## src/rtl/slc_unit.sv

```systemverilog
// Rotate-left unit: combinational barrel result plus a valid-qualified registered copy.
// Build option SLC_PIPE_EN splits the registered barrel with a mid-stage register (latency 2).
module slc_unit #(
    parameter int unsigned N = 32,
    parameter int unsigned K = $clog2(N)
) (
    input  logic         clk,
    input  logic         rst_n,
    input  logic [N-1:0] a,
    input  logic [K-1:0] b,
    input  logic         in_valid,
    output logic [N-1:0] r,
    output logic [N-1:0] r_q,
    output logic         out_valid
);

    logic         out_valid_q;
    logic [N-1:0] r_q_d;
    logic         out_valid_d;

    // Full logarithmic barrel for the same-cycle result
    always_comb begin
        r = a;
        for (int i = 0; i < int'(K); i++) begin
            if (b[i]) begin
                r = (r << (1 << i)) | (r >> (N - (1 << i)));
            end
        end
    end

`ifdef SLC_PIPE_EN
    localparam int unsigned H  = (K + 1) / 2;
    localparam int unsigned RB = (K > H) ? (K - H) : 1;

    logic [N-1:0]  p_data_q, p_data_d;
    logic [RB-1:0] p_b_q, p_b_d;
    logic          p_valid_q, p_valid_d;

    // Front half of the barrel plus capture of the still-pending amount bits
    always_comb begin
        p_data_d  = p_data_q;
        p_b_d     = p_b_q;
        p_valid_d = in_valid;
        if (in_valid) begin
            p_data_d = a;
            for (int i = 0; i < int'(H); i++) begin
                if (b[i]) begin
                    p_data_d = (p_data_d << (1 << i)) | (p_data_d >> (N - (1 << i)));
                end
            end
            p_b_d = b[K-1 -: RB];
        end
    end

    // Back half finishes the rotate from the pipeline register
    always_comb begin
        r_q_d       = r_q;
        out_valid_d = p_valid_q;
        if (p_valid_q) begin
            r_q_d = p_data_q;
            for (int j = int'(H); j < int'(K); j++) begin
                if (p_b_q[j-int'(H)]) begin
                    r_q_d = (r_q_d << (1 << j)) | (r_q_d >> (N - (1 << j)));
                end
            end
        end
    end

    always_ff @(posedge clk or negedge rst_n) begin
        if (!rst_n) begin
            p_data_q  <= '0;
            p_b_q     <= '0;
            p_valid_q <= 1'b0;
        end else begin
            p_data_q  <= p_data_d;
            p_b_q     <= p_b_d;
            p_valid_q <= p_valid_d;
        end
    end
`else
    always_comb begin
        r_q_d       = r_q;
        out_valid_d = in_valid;
        if (in_valid) begin
            r_q_d = r;
        end
    end
`endif

    always_ff @(posedge clk or negedge rst_n) begin
        if (!rst_n) begin
            r_q         <= '0;
            out_valid_q <= 1'b0;
        end else begin
            r_q         <= r_q_d;
            out_valid_q <= out_valid_d;
        end
    end

    assign out_valid = out_valid_q;

endmodule

```

## config.mk

```make
export PLATFORM = sky130hd
export DESIGN_NAME = slc_unit
export DESIGN_NICKNAME = d
export VERILOG_FILES = /design/src/rtl/slc_unit.sv
export SDC_FILE = /design/constraint.sdc
export NUM_CORES = 1
export LEC_CHECK = 0
export CORE_UTILIZATION = 31
export CTS_BUF_LIST = sky130_fd_sc_hd__clkbuf_2
export DETAILED_ROUTE_END_ITERATION = 16
export GPL_ROUTABILITY_DRIVEN = 0
export PLACE_DENSITY = 0.56
export SLEW_MARGIN = 20
export SYNTH_ARGS = -nofsm -noshare
export SYNTH_HDL_FRONTEND = slang
export SYNTH_SLANG_ARGS = --single-unit
```

## constraint.sdc

```tcl
create_clock -name clk -period 3.6 [get_ports clk]
set_input_delay 0.9 -clock clk [delete_from_list [all_inputs] [get_ports clk]]
set_output_delay 0.9 -clock clk [all_outputs]
set_load 0.01 [all_outputs]
```

After elaboration in Yosys (flattened, before gate mapping). Index checks and enable logic that the tools add are counted.

Output and inout port bits: 65. Register bits after elaboration: 33. Input bits: 40. Logic and storage cells: 12.

Muxes and demuxes: 5. Bitwise gates (word level): 5.

Operators with widths (number): $mux W32 (5); $or A32 B1 Y32 (1); $or A32 B16 Y32 (1); $or A32 B2 Y32 (1); $or A32 B4 Y32 (1); $or A32 B8 Y32 (1).

Longest topological paths before layout. Gate-level depths: netlist of the first run.

Depth in word-level cells: 10. Gate-level depth with buffers: 7.

Least setup slack after synthesis of the first run. Ideal clock, no wire load.

Path type: input-to-output. From: input b[1]. To: output r[26]. Stages: 6. Required time: 2.700 ns. Buffers on the path: 2. Data arrival time: 2.213 ns. Setup slack: 0.487 ns. Path through: buf_6 -> buf_6 -> mux2_4 -> o22ai_1 -> nor2_1 -> mux4_2.

Cells in the longest elaborated chain, start to end: 7.

RTL lines: start: declaration (line 10) `input logic [K-1:0] b,`; $mux W32 * (line 25) `if (b[i]) begin`; $or A32 B4 Y32 (line 26) `r = (r << (1 << i)) | (r >> (N - (1 << i)));`; $mux W32 * (line 25); $or A32 B8 Y32 (line 26); $mux W32 * (line 25); $or A32 B16 Y32 (line 26); $mux W32 * (line 25); end: declaration (line 12) `output logic [N-1:0] r,`.

Every way passes the cells marked *; elsewhere a longest branch is shown, timed or not.

Worst setup path in the final report of the first run.
From: input a[18]. To: output r[0].

Cells in the longest elaborated chain, start to end: 8.

RTL lines: start: declaration (line 9) `input logic [N-1:0] a,`; $mux W32 (line 25); $or A32 B2 Y32 (line 26); $mux W32 (line 25); $or A32 B4 Y32 (line 26); $mux W32 (line 25); $or A32 B8 Y32 (line 26); $mux W32 (2 in series) (line 25).

Every way passes these cells.

==> flow_metrics.py, run 1 <==
metrics = {
    "run_status": {
        "result_of_the_run": "completed",
    },
    "placement": {
        "place.detailed.hpwl_um": 7140,
        "post-place-cells": 484,
        "port_buffers": 104,
        "placement.setup.worst_slack_ps": -413,
    },
    "setup_path": {
        "path_max_fanout": 4,
        "setup.worst_path.end_class": "output port",
        "crit-reg2reg-launch": "r_q[10]$_DFFE_PN0P_",
        "r2r_setup_slack_ps": 2820,
        "timing.reg2reg.worst_path_depth": 1,
        "worstSetupStartpointType": "primary input",
        "r2r-end": "r_q[10]$_DFFE_PN0P_",
        "timing_worst_setup_path_type": "in -> out",
        "worst-endpoint-arrival_ps": 2660,
        "cp.required_ps": 2700,
    },
    "sta": {
        "fin_worst_skew_ps": 0,
        "max_slew.worst_pin.slew_ps": 488,
        "finalCritPeriodShare_pct": 98.8,
        "timing.fmax_ghz": 0.281,
        "final_critical_period_ps": 3560,
        "maxSlewHeadroom_pct": 67.5,
        "report.final.setup_viol": 0,
        "slack_of_the_critical_path_ps": 43.9,
        "hold_violations": 0,
        "rsz_0062_raised_after_global_routing": "no",
        "timing_max_transition_violations_final": 0,
    },
    "routing": {
        "drt-total-wl_um": 9390,
        "drtIter0Drc": 228,
        "detail_route_antenna_nets": 0,
        "drc_errors": 0,
        "detailroute.via_count": 2842,
        "route.detailed.vias_per_inst": 5.76,
        "drt_pre_antenna_iters": 6,
        "wl_per_cell_um": 19.0,
    },
    "grt": {
        "grt_pass1_vias": 2552,
        "antenna_violations_before_repair": 0,
        "congestion_overflow_gr": 0,
        "grt_util_all_layers_pct": 17.3,
        "grt_first_pass_wirelength_um": 13800,
        "grt_start_max_net_pins": 34,
    },
    "final_layout": {
        "finish.cell_count_without_fillers": 493,
        "mostFrequentLayoutCells": "sky130_fd_sc_hd__clkdlybuf4s50_1 (68), sky130_fd_sc_hd__mux2_4 (43), sky130_fd_sc_hd__o22ai_1 (33), sky130_fd_sc_hd__dfrtp_1 (33), sky130_fd_sc_hd__mux4_2 (32)",
        "post_route_cells_drive_above_1_share_pct": 57.8,
        "final_common_cell": "sky130_fd_sc_hd__clkdlybuf4s50_1",
        "finalNetCount": 400,
        "antenna_cells": 0,
        "syn_to_final_growth_pct": 46.6,
        "finish.utilization_pct": 46.7,
    },
    "cts": {
        "clk_root_buffer_cell": "sky130_fd_sc_hd__clkbuf_2",
        "clockBufferDepth": 2,
        "cts.sinks": 33,
        "htree_num_levels": 2,
        "cts_hold_buffers": 0,
        "cts_inserted_buffers": 5,
        "clk_latency_ps": 350,
        "tritoncts_clock_tree": "built",
        "path_clk_slew_ps": 160,
    },
    "min_path": {
        "endpoint_of_the_worst_hold_path": "r_q[7]$_DFFE_PN0P_",
        "hold_class": "reg -> reg",
        "hold_start": "r_q[7]$_DFFE_PN0P_",
        "hold_depth": 1,
    },
    "synth": {
        "flop_and_latch_count_out_of_synthesis": 33,
        "synth_cell_type_count": 14,
        "synth_fp_nets": 298,
        "synth_cells": 258,
        "synth_area_per_cell_sq_um": 12.1,
        "synth_seq_area_share_pct": 26.5,
        "yosysWarnings": 0,
        "synthesis.area_sq_mm": 0.00311,
    },
    "floorplanning": {
        "design.die.area_sq_mm": 0.0105,
        "std_cell_rows": 36,
        "initial_util_pct": 31.9,
        "core_area_sq_mm": 0.00977,
        "design.portCount": 105,
        "die_w_um": 102,
        "die_h_um": 102,
    },
    "run": {
        "maxcap_viol_count": 0,
    },
    "power": {
        "finalPower_mw": 1.55,
        "power.density_cell_area_mw_per_mm2": 341,
        "vdd_drop_max_mv": 0.167,
        "leakagePower_nw": 1.79,
    },
}
-- synth_stat cells --
cell type                  number  area (sq um)
sky130_fd_sc_hd__buf_6          3          33.8
sky130_fd_sc_hd__or2_1          1          6.26
sky130_fd_sc_hd__buf_1          3          11.3
sky130_fd_sc_hd__buf_2          6          30.0
sky130_fd_sc_hd__o22ai_1       64           400
sky130_fd_sc_hd__nand2b_1       2          12.5
sky130_fd_sc_hd__buf_8          1          15.0
sky130_fd_sc_hd__dfrtp_1       33           826
sky130_fd_sc_hd__clkbuf_1      16          60.1
sky130_fd_sc_hd__mux4_2        32           721
sky130_fd_sc_hd__mux2_2        23           259
sky130_fd_sc_hd__mux2_4        41           616
sky130_fd_sc_hd__nand2_1        1          3.75
sky130_fd_sc_hd__nor2_1        32           120
-- layer usage --
| layer | share of wire, % | up-vias | GRT usage [%] | wire length, um |
|---|---|---|---|---|
| met3 | 8.4 | 26 | 2.67 | 786 |
| met5 | 0 | - | 0 | 0 |
| li1 | - | 1245 | - | - |
| met4 | 2.2 | 0 | 7.25 | 202 |
| met1 | 47 | 1384 | 25.6 | 4440 |
| met2 | 42 | 187 | 24.9 | 3960 |
-- through the flow --
| step | TNS [ps] | hold slack (ps) | area (sq um) |
|---|---|---|---|
| 3_5_place_dp | -11400 | 494 | 4380 |
| 4_1_cts | 0 | 530 | 4520 |
| 3_3_place_gp | -10800 | 490 | 4380 |
| 5_1_grt | 0 | 542 | 4560 |
| 2_1_floorplan | 0 | 551 | 3110 |
| 6_report | 0 | 524 | 4560 |
-- worst max-delay path, stage by stage --
cell and delay [ps]:
sky130_fd_sc_hd__clkdlybuf4s50_1 450, sky130_fd_sc_hd__mux2_4 330, sky130_fd_sc_hd__o22ai_1 230, sky130_fd_sc_hd__nor2_2 90, sky130_fd_sc_hd__mux4_2 490, sky130_fd_sc_hd__buf_2 160
-- report_power, final --
part,internal (mW),switching [mW]
clock network,0.0454,0.114
registers,0.448,0.0412
logic,0.509,0.397
-- logic make-up (layout without fill, tap and decap cells) --
family,after synthesis,in the layout,share of synthesized area [%]
flip-flops,33,33,26.5
buffers and inverters,29,131,4.82
AND/OR/NAND/NOR,36,36,4.58
multiplexers,96,96,51.2
AO/OA/AOI/OAI,64,64,12.9
-- worst max path at each step --
stage | startpoint | end | slack, ps | depth (start not counted)
floorplan | b[1] | r[26] | 490 | 6
global route | a[10] | r[1] | 5 | 6
detailed placement | b[0] | r[24] | -410 | 7
CTS | b[3] | r[15] | 1 | 7
global placement | b[0] | r[8] | -370 | 7
finish | a[18] | r[0] | 40 | 6
-- final cells by class --
cell class                      instances  area [sq um]
Multi-Input combinational cell        196          2400
Timing Repair Buffer                  124          1140
Tap cell                              133           166
Sequential cell                        33           826
Clock buffer                            6          30.0
Fill cell                             913          5210
Clock inverter                          1          3.75
-- sequential cells by signal, summed over array words and instances, names as in the netlist --
name / flops
out_valid: 1
r_q: 32
-- timing repair --
action                     in CTS  in global routing
pin swaps                       1                  1
setup buffers                   1                  0
cloned                          1                  0
setup endpoints to repair      32                 28
resized for setup             130                 46
(Power assumes the default switching activity.)
==> inputs of run 2 (changes only) <==
--- a/config.mk
+++ b/config.mk
@@ -6,10 +6,9 @@
 export NUM_CORES = 1
 export LEC_CHECK = 0
 export CORE_UTILIZATION = 31
-export CTS_BUF_LIST = sky130_fd_sc_hd__clkbuf_2
 export DETAILED_ROUTE_END_ITERATION = 16
 export GPL_ROUTABILITY_DRIVEN = 0
-export PLACE_DENSITY = 0.56
+export PLACE_DENSITY_LB_ADDON = 0.25
 export SLEW_MARGIN = 20
 export SYNTH_ARGS = -nofsm -noshare
 export SYNTH_HDL_FRONTEND = slang
==> run 2 against run 1 <==
Compared with the run above: global-route usage is 0.13 points lower; combinational power about the same; core utilization is 0.90 points higher; cell count fell by 0.41%; critical path type unchanged; highest routed layer unchanged.
==> flow_metrics.py, run 2 (synthesis gave the netlist of run 1 again) <==
metrics = {
    "run_status": {
        "result_of_the_run": "completed",
    },
    "final_layout": {
        "final_common_cell": "sky130_fd_sc_hd__clkdlybuf4s50_1",
        "largest_register_by_flop_count": "r_q",
        "post_route_cells_drive_above_1_share_pct": 58.4,
        "fill_cells": 905,
        "finish.cell_count_without_fillers": 491,
        "antenna_cells": 0,
        "mostFrequentLayoutCells": "sky130_fd_sc_hd__clkdlybuf4s50_1 (68), sky130_fd_sc_hd__mux2_4 (43), sky130_fd_sc_hd__o22ai_1 (35)",
        "finalNetCount": 397,
        "number_of_flip_flops_in_the_largest_register": 32,
        "syn_to_final_growth_pct": 49.4,
    },
    "setup_path": {
        "timing_worst_setup_path_type": "in -> out",
        "cp.required_ps": 2700,
        "critPathMaxStageDelay_ps": 500,
        "path_max_fanout": 16,
        "setup.worst_path.end_class": "output port",
        "crit-reg2reg-launch": "r_q[26]$_DFFE_PN0P_",
        "worst-endpoint-arrival_ps": 2690,
        "r2r_setup_slack_ps": 2830,
        "worstSetupStartpointType": "primary input",
        "timing.reg2reg.worst_path_depth": 1,
        "critical-path-slowest-cell": "sky130_fd_sc_hd__mux4_2",
        "r2r-end": "r_q[26]$_DFFE_PN0P_",
        "cells_along_the_critical_path": "dlygate4sd2_1, or2_4, bufbuf_16, o22ai_2, nor2_2, mux4_2, clkdlybuf4s15_2",
    },
    "min_path": {
        "endpoint_of_the_worst_hold_path": "r_q[11]$_DFFE_PN0P_",
        "hold_class": "reg -> reg",
        "hold_depth": 1,
        "hold_start": "r_q[11]$_DFFE_PN0P_",
    },
    "floorplanning": {
        "core_area_sq_mm": 0.00977,
        "design.die.area_sq_mm": 0.0105,
        "die_h_um": 102,
        "std_cell_rows": 36,
        "initial_util_pct": 31.9,
        "die_w_um": 102,
        "design.portCount": 105,
    },
    "sta": {
        "setup_tns_ps": 0,
        "hold_violations": 0,
        "timing_max_transition_violations_final": 0,
        "max_slew.worst_pin.slew_ps": 468,
        "slack_of_the_critical_path_ps": 10.2,
        "report.final.setup_viol": 0,
        "maxSlewHeadroom_pct": 68.8,
        "rsz_0062_raised_after_global_routing": "yes",
        "final_critical_period_ps": 3590,
        "fin_worst_skew_ps": 0,
        "finalCritPeriodShare_pct": 99.7,
        "timing.fmax_ghz": 0.279,
    },
    "power": {
        "clock_power_share_pct": 20.4,
        "comb_pwr_share_pct": 51.7,
        "vdd_drop_max_mv": 0.200,
        "finalPower_mw": 1.75,
        "cellInternalPower_mw": 1.19,
        "netSwitchingFraction_pct": 32.2,
        "switching_power_uw": 563,
        "leakagePower_nw": 1.82,
        "pwr-share-seq_pct": 27.9,
        "power.density_cell_area_mw_per_mm2": 376,
    },
    "placement": {
        "port_buffers": 104,
        "post-place-cells": 481,
        "place.detailed.hpwl_um": 6850,
        "placement.setup.worst_slack_ps": -416,
    },
    "routing": {
        "drt-total-wl_um": 8990,
        "detailroute.via_count": 2801,
        "drt_pre_antenna_iters": 5,
        "wl_per_cell_um": 18.3,
        "detail_route_antenna_nets": 0,
        "drc_errors": 0,
        "drtIter0Drc": 436,
        "route.detailed.vias_per_inst": 5.70,
    },
    "cts": {
        "htree_num_levels": 2,
        "clockBufferDepth": 2,
        "clk_latency_ps": 280,
        "tritoncts_clock_tree": "built",
        "clk_root_buffer_cell": "sky130_fd_sc_hd__clkbuf_8",
        "cts.sinks": 33,
        "cts_inserted_buffers": 5,
        "path_clk_slew_ps": 60,
    },
    "grt": {
        "grt_pass1_vias": 2549,
        "antenna_violations_before_repair": 0,
        "grt_first_pass_wirelength_um": 13700,
        "congestion_overflow_gr": 0,
        "grt_util_all_layers_pct": 17.2,
        "grt_start_max_net_pins": 34,
    },
    "run": {
        "maxcap_viol_count": 0,
    },
}
-- run 2: layout make-up --
cell class | count | area, sq um | share of cell area (%)
timing repair buffer | 121 | 1140 | 24.4
sequential | 33 | 826 | 17.8
clock buffer | 7 | 86.3 | 1.86
tap | 133 | 166 | 3.58
clock inverter | 1 | 30.0 | 0.646
multi-input combinational | 196 | 2410 | 51.7
-- run 2: power by group through the flow --
stage	Clock, mW	Combinational [mW]	Sequential [mW]
finish	0.357	0.904	0.488
global route	0.379	0.963	0.500
CTS	0.366	0.887	0.490
detailed placement	0	0.902	0.496
global placement	0	0.891	0.494
floorplan	0	0.429	0.532
-- run 2: critical path: cells and delay by family --
family | cells | cell delay [ps]
buffers and inverters | 3 | 800
multiplexers | 1 | 500
AND/OR/NAND/NOR | 2 | 350
AO/OA/AOI/OAI | 1 | 120
-- run 2: worst max path at each step --
stage          startpoint    end  slack [ps]  cells past startpoint
2_1_floorplan        b[1]  r[26]         490                      6
3_3_place_gp         b[0]  r[28]        -380                      7
3_5_place_dp         b[0]  r[28]        -420                      7
4_1_cts              b[0]   r[9]         -30                      7
5_1_grt              b[3]  r[23]         -40                      7
6_report             b[3]  r[23]          10                      7
-- run 2: routing by layer --
metal,vias to the layer above,GRT usage [%],part of all wire (%)
met1,1347,25.5,46
met5,-,0,0
met2,194,24.7,42
met4,0,6.92,3.1
met3,23,2.80,9.2
li1,1237,-,-
-- run 2: repair_timing --
item | CTS | global route
cloned | 1 | 0
hold endpoints to repair | 0 | 0
endpoints found under the setup margin | 32 | 27
hold buffers | 0 | 0
resized for setup | 132 | 47
setup buffers | 0 | 1
pin swaps | 1 | 2
-- run 2: metrics by stage --
stage                     hold slack (ps)  util [%]  instance area (sq um)
after floorplan                       551         -                   3110
after global placement                488      44.6                   4360
after detailed placement              494      44.6                   4360
after CTS                             509      46.7                   4570
after global routing                  521      47.6                   4650
final                                 504      47.6                   4650
==> inputs of run 3 (changes only) <==
--- a/config.mk
+++ b/config.mk
@@ -5,11 +5,13 @@
 export SDC_FILE = /design/constraint.sdc
 export NUM_CORES = 1
 export LEC_CHECK = 0
+export ABC_AREA = 0
 export CORE_UTILIZATION = 31
 export DETAILED_ROUTE_END_ITERATION = 16
 export GPL_ROUTABILITY_DRIVEN = 0
 export PLACE_DENSITY_LB_ADDON = 0.25
-export SLEW_MARGIN = 20
+export SLEW_MARGIN = 10
 export SYNTH_ARGS = -nofsm -noshare
 export SYNTH_HDL_FRONTEND = slang
 export SYNTH_SLANG_ARGS = --single-unit
+export TNS_END_PERCENT = 50
==> run 3 against run 2 <==
Compared with the run above: fmax is 0.54% lower; the flow now finishes with violations (setup timing); die area stayed put; total power is 0.21% lower; critical path type unchanged; non-clock buffer count stayed put; critical path depth unchanged; highest routed layer unchanged; cell count stayed put.
==> flow_metrics.py, run 3 (synthesis gave the netlist of run 1 again) <==
metrics = {
    "sta": {
        "rsz_0062_raised_after_global_routing": "yes",
        "fin_worst_skew_ps": 0,
        "finalCritPeriodShare_pct": 100,
        "timing_max_transition_violations_final": 0,
        "timing.fmax_ghz": 0.277,
        "setup_tns_ps": -10.9,
        "report.final.setup_viol": 2,
        "final_critical_period_ps": 3610,
        "slack_of_the_critical_path_ps": -9.23,
        "hold_violations": 0,
        "max_slew.worst_pin.slew_ps": 470,
        "maxSlewHeadroom_pct": 68.6,
    },
    "grt": {
        "congestion_overflow_gr": 0,
        "grt_first_pass_wirelength_um": 13700,
        "grt_util_all_layers_pct": 17.2,
        "grt_pass1_vias": 2555,
        "antenna_violations_before_repair": 0,
        "grt_start_max_net_pins": 34,
    },
    "floorplanning": {
        "die_w_um": 102,
        "std_cell_rows": 36,
        "design.die.area_sq_mm": 0.0105,
        "core_area_sq_mm": 0.00977,
        "initial_util_pct": 31.9,
        "die_h_um": 102,
        "design.portCount": 105,
    },
    "setup_path": {
        "worst-endpoint-arrival_ps": 2710,
        "worstSetupPathDepth": 7,
        "setup.worst_path.end_class": "output port",
        "critical-path-slowest-cell": "sky130_fd_sc_hd__mux4_2",
        "timing_worst_setup_path_type": "in -> out",
        "critPathMaxStageDelay_ps": 500,
        "critical_path.top_delay_family": "buffers and inverters",
        "worstSetupStartpointType": "primary input",
        "cells_along_the_critical_path": "dlygate4sd2_1, or2_4, bufbuf_16, o22ai_2, nor2_2, mux4_2, clkdlybuf4s15_2",
        "cp.required_ps": 2700,
        "timing.reg2reg.worst_path_depth": 1,
        "path_max_fanout": 16,
        "cp_num_buf_inv": 3,
    },
    "power": {
        "leakagePower_nw": 1.82,
        "vdd_drop_max_mv": 0.200,
        "power.density_cell_area_mw_per_mm2": 378,
    },
    "routing": {
        "detail_route_antenna_nets": 0,
        "detailroute.via_count": 2772,
        "route.detailed.vias_per_inst": 5.65,
        "drc_errors": 0,
        "drt-total-wl_um": 8930,
        "drtIter0Drc": 374,
        "drt_pre_antenna_iters": 5,
        "wl_per_cell_um": 18.2,
    },
    "run": {
        "maxcap_viol_count": 0,
    },
    "cts": {
        "path_clk_slew_ps": 60,
        "cts.sinks": 33,
        "htree_num_levels": 2,
        "clockBufferDepth": 2,
        "clk_root_buffer_cell": "sky130_fd_sc_hd__clkbuf_8",
        "cts_hold_buffers": 0,
        "clk_latency_ps": 280,
        "cts_inserted_buffers": 5,
        "tritoncts_clock_tree": "built",
    },
    "placement": {
        "port_buffers": 104,
        "post-place-cells": 481,
        "place.detailed.hpwl_um": 6850,
    },
    "final_layout": {
        "final_common_cell": "sky130_fd_sc_hd__clkdlybuf4s50_1",
        "number_of_flip_flops_in_the_largest_register": 32,
        "mostFrequentLayoutCells": "sky130_fd_sc_hd__clkdlybuf4s50_1 (68), sky130_fd_sc_hd__mux2_4 (43), sky130_fd_sc_hd__o22ai_1 (37)",
        "antenna_cells": 0,
        "syn_to_final_growth_pct": 48.5,
        "finish.cell_count_without_fillers": 491,
        "post_route_cells_drive_above_1_share_pct": 56.7,
        "finalNetCount": 397,
        "largest_register_by_flop_count": "r_q",
    },
    "run_status": {
        "result_of_the_run": "finished with violations",
        "violations": "setup timing",
    },
    "min_path": {
        "hold_class": "reg -> reg",
        "hold_depth": 1,
    },
}
run 3: layout make-up:
class                   instances  area [sq um]
clock inverters                 1          30.0
repair buffers                121          1140
multi-input cells             196          2370
clock buffers                   7          86.3
flip-flops and latches         33           826
well taps                     133           166
fillers                       906          5150
run 3: metal layers:
layer	track usage (%)	wire, um	vias to the layer above
met2	24.6	3790	168
met5	0	0	-
met1	25.5	4100	1349
met4	6.92	211	0
met3	2.80	827	16
li1	-	-	1239
run 3: final timing paths:
path	slack (ps)	end	startpoint
setup / recovery	-9	r[7]	b[3]
hold / removal	500	r_q[11]$_DFFE_PN0P_	r_q[11]$_DFFE_PN0P_
setup reg to reg	2840	r_q[15]$_DFFE_PN0P_	r_q[15]$_DFFE_PN0P_
hold reg to reg	500	r_q[11]$_DFFE_PN0P_	r_q[11]$_DFFE_PN0P_
max in group asynchronous	2270	r_q[15]$_DFFE_PN0P_	rst_n
min in group asynchronous	1020	r_q[2]$_DFFE_PN0P_	rst_n
run 3: power breakdown:
part           switching, mW  internal, mW
sequential            0.0393         0.449
clock                  0.133         0.226
combinational          0.388         0.511
total                  0.560          1.19
run 3: stage by stage:
stage	worst slack, ps	hold slack [ps]	instance area (sq um)	power (mW)	utilization [%]
after global routing	-55.4	521	4620	1.84	47.3
after global placement	-381	488	4360	1.38	44.6
final	-9.23	504	4620	1.75	47.3
after CTS	-33.8	509	4540	1.74	46.5
after detailed placement	-416	494	4360	1.40	44.6
after floorplan	487	551	3110	0.961	-
run 3: what timing repair did:
item	CTS	global route
buffers inserted	0	1
pin swaps	1	0
resized for setup	127	45
gates cloned	1	0
endpoints found under the setup margin	32	26
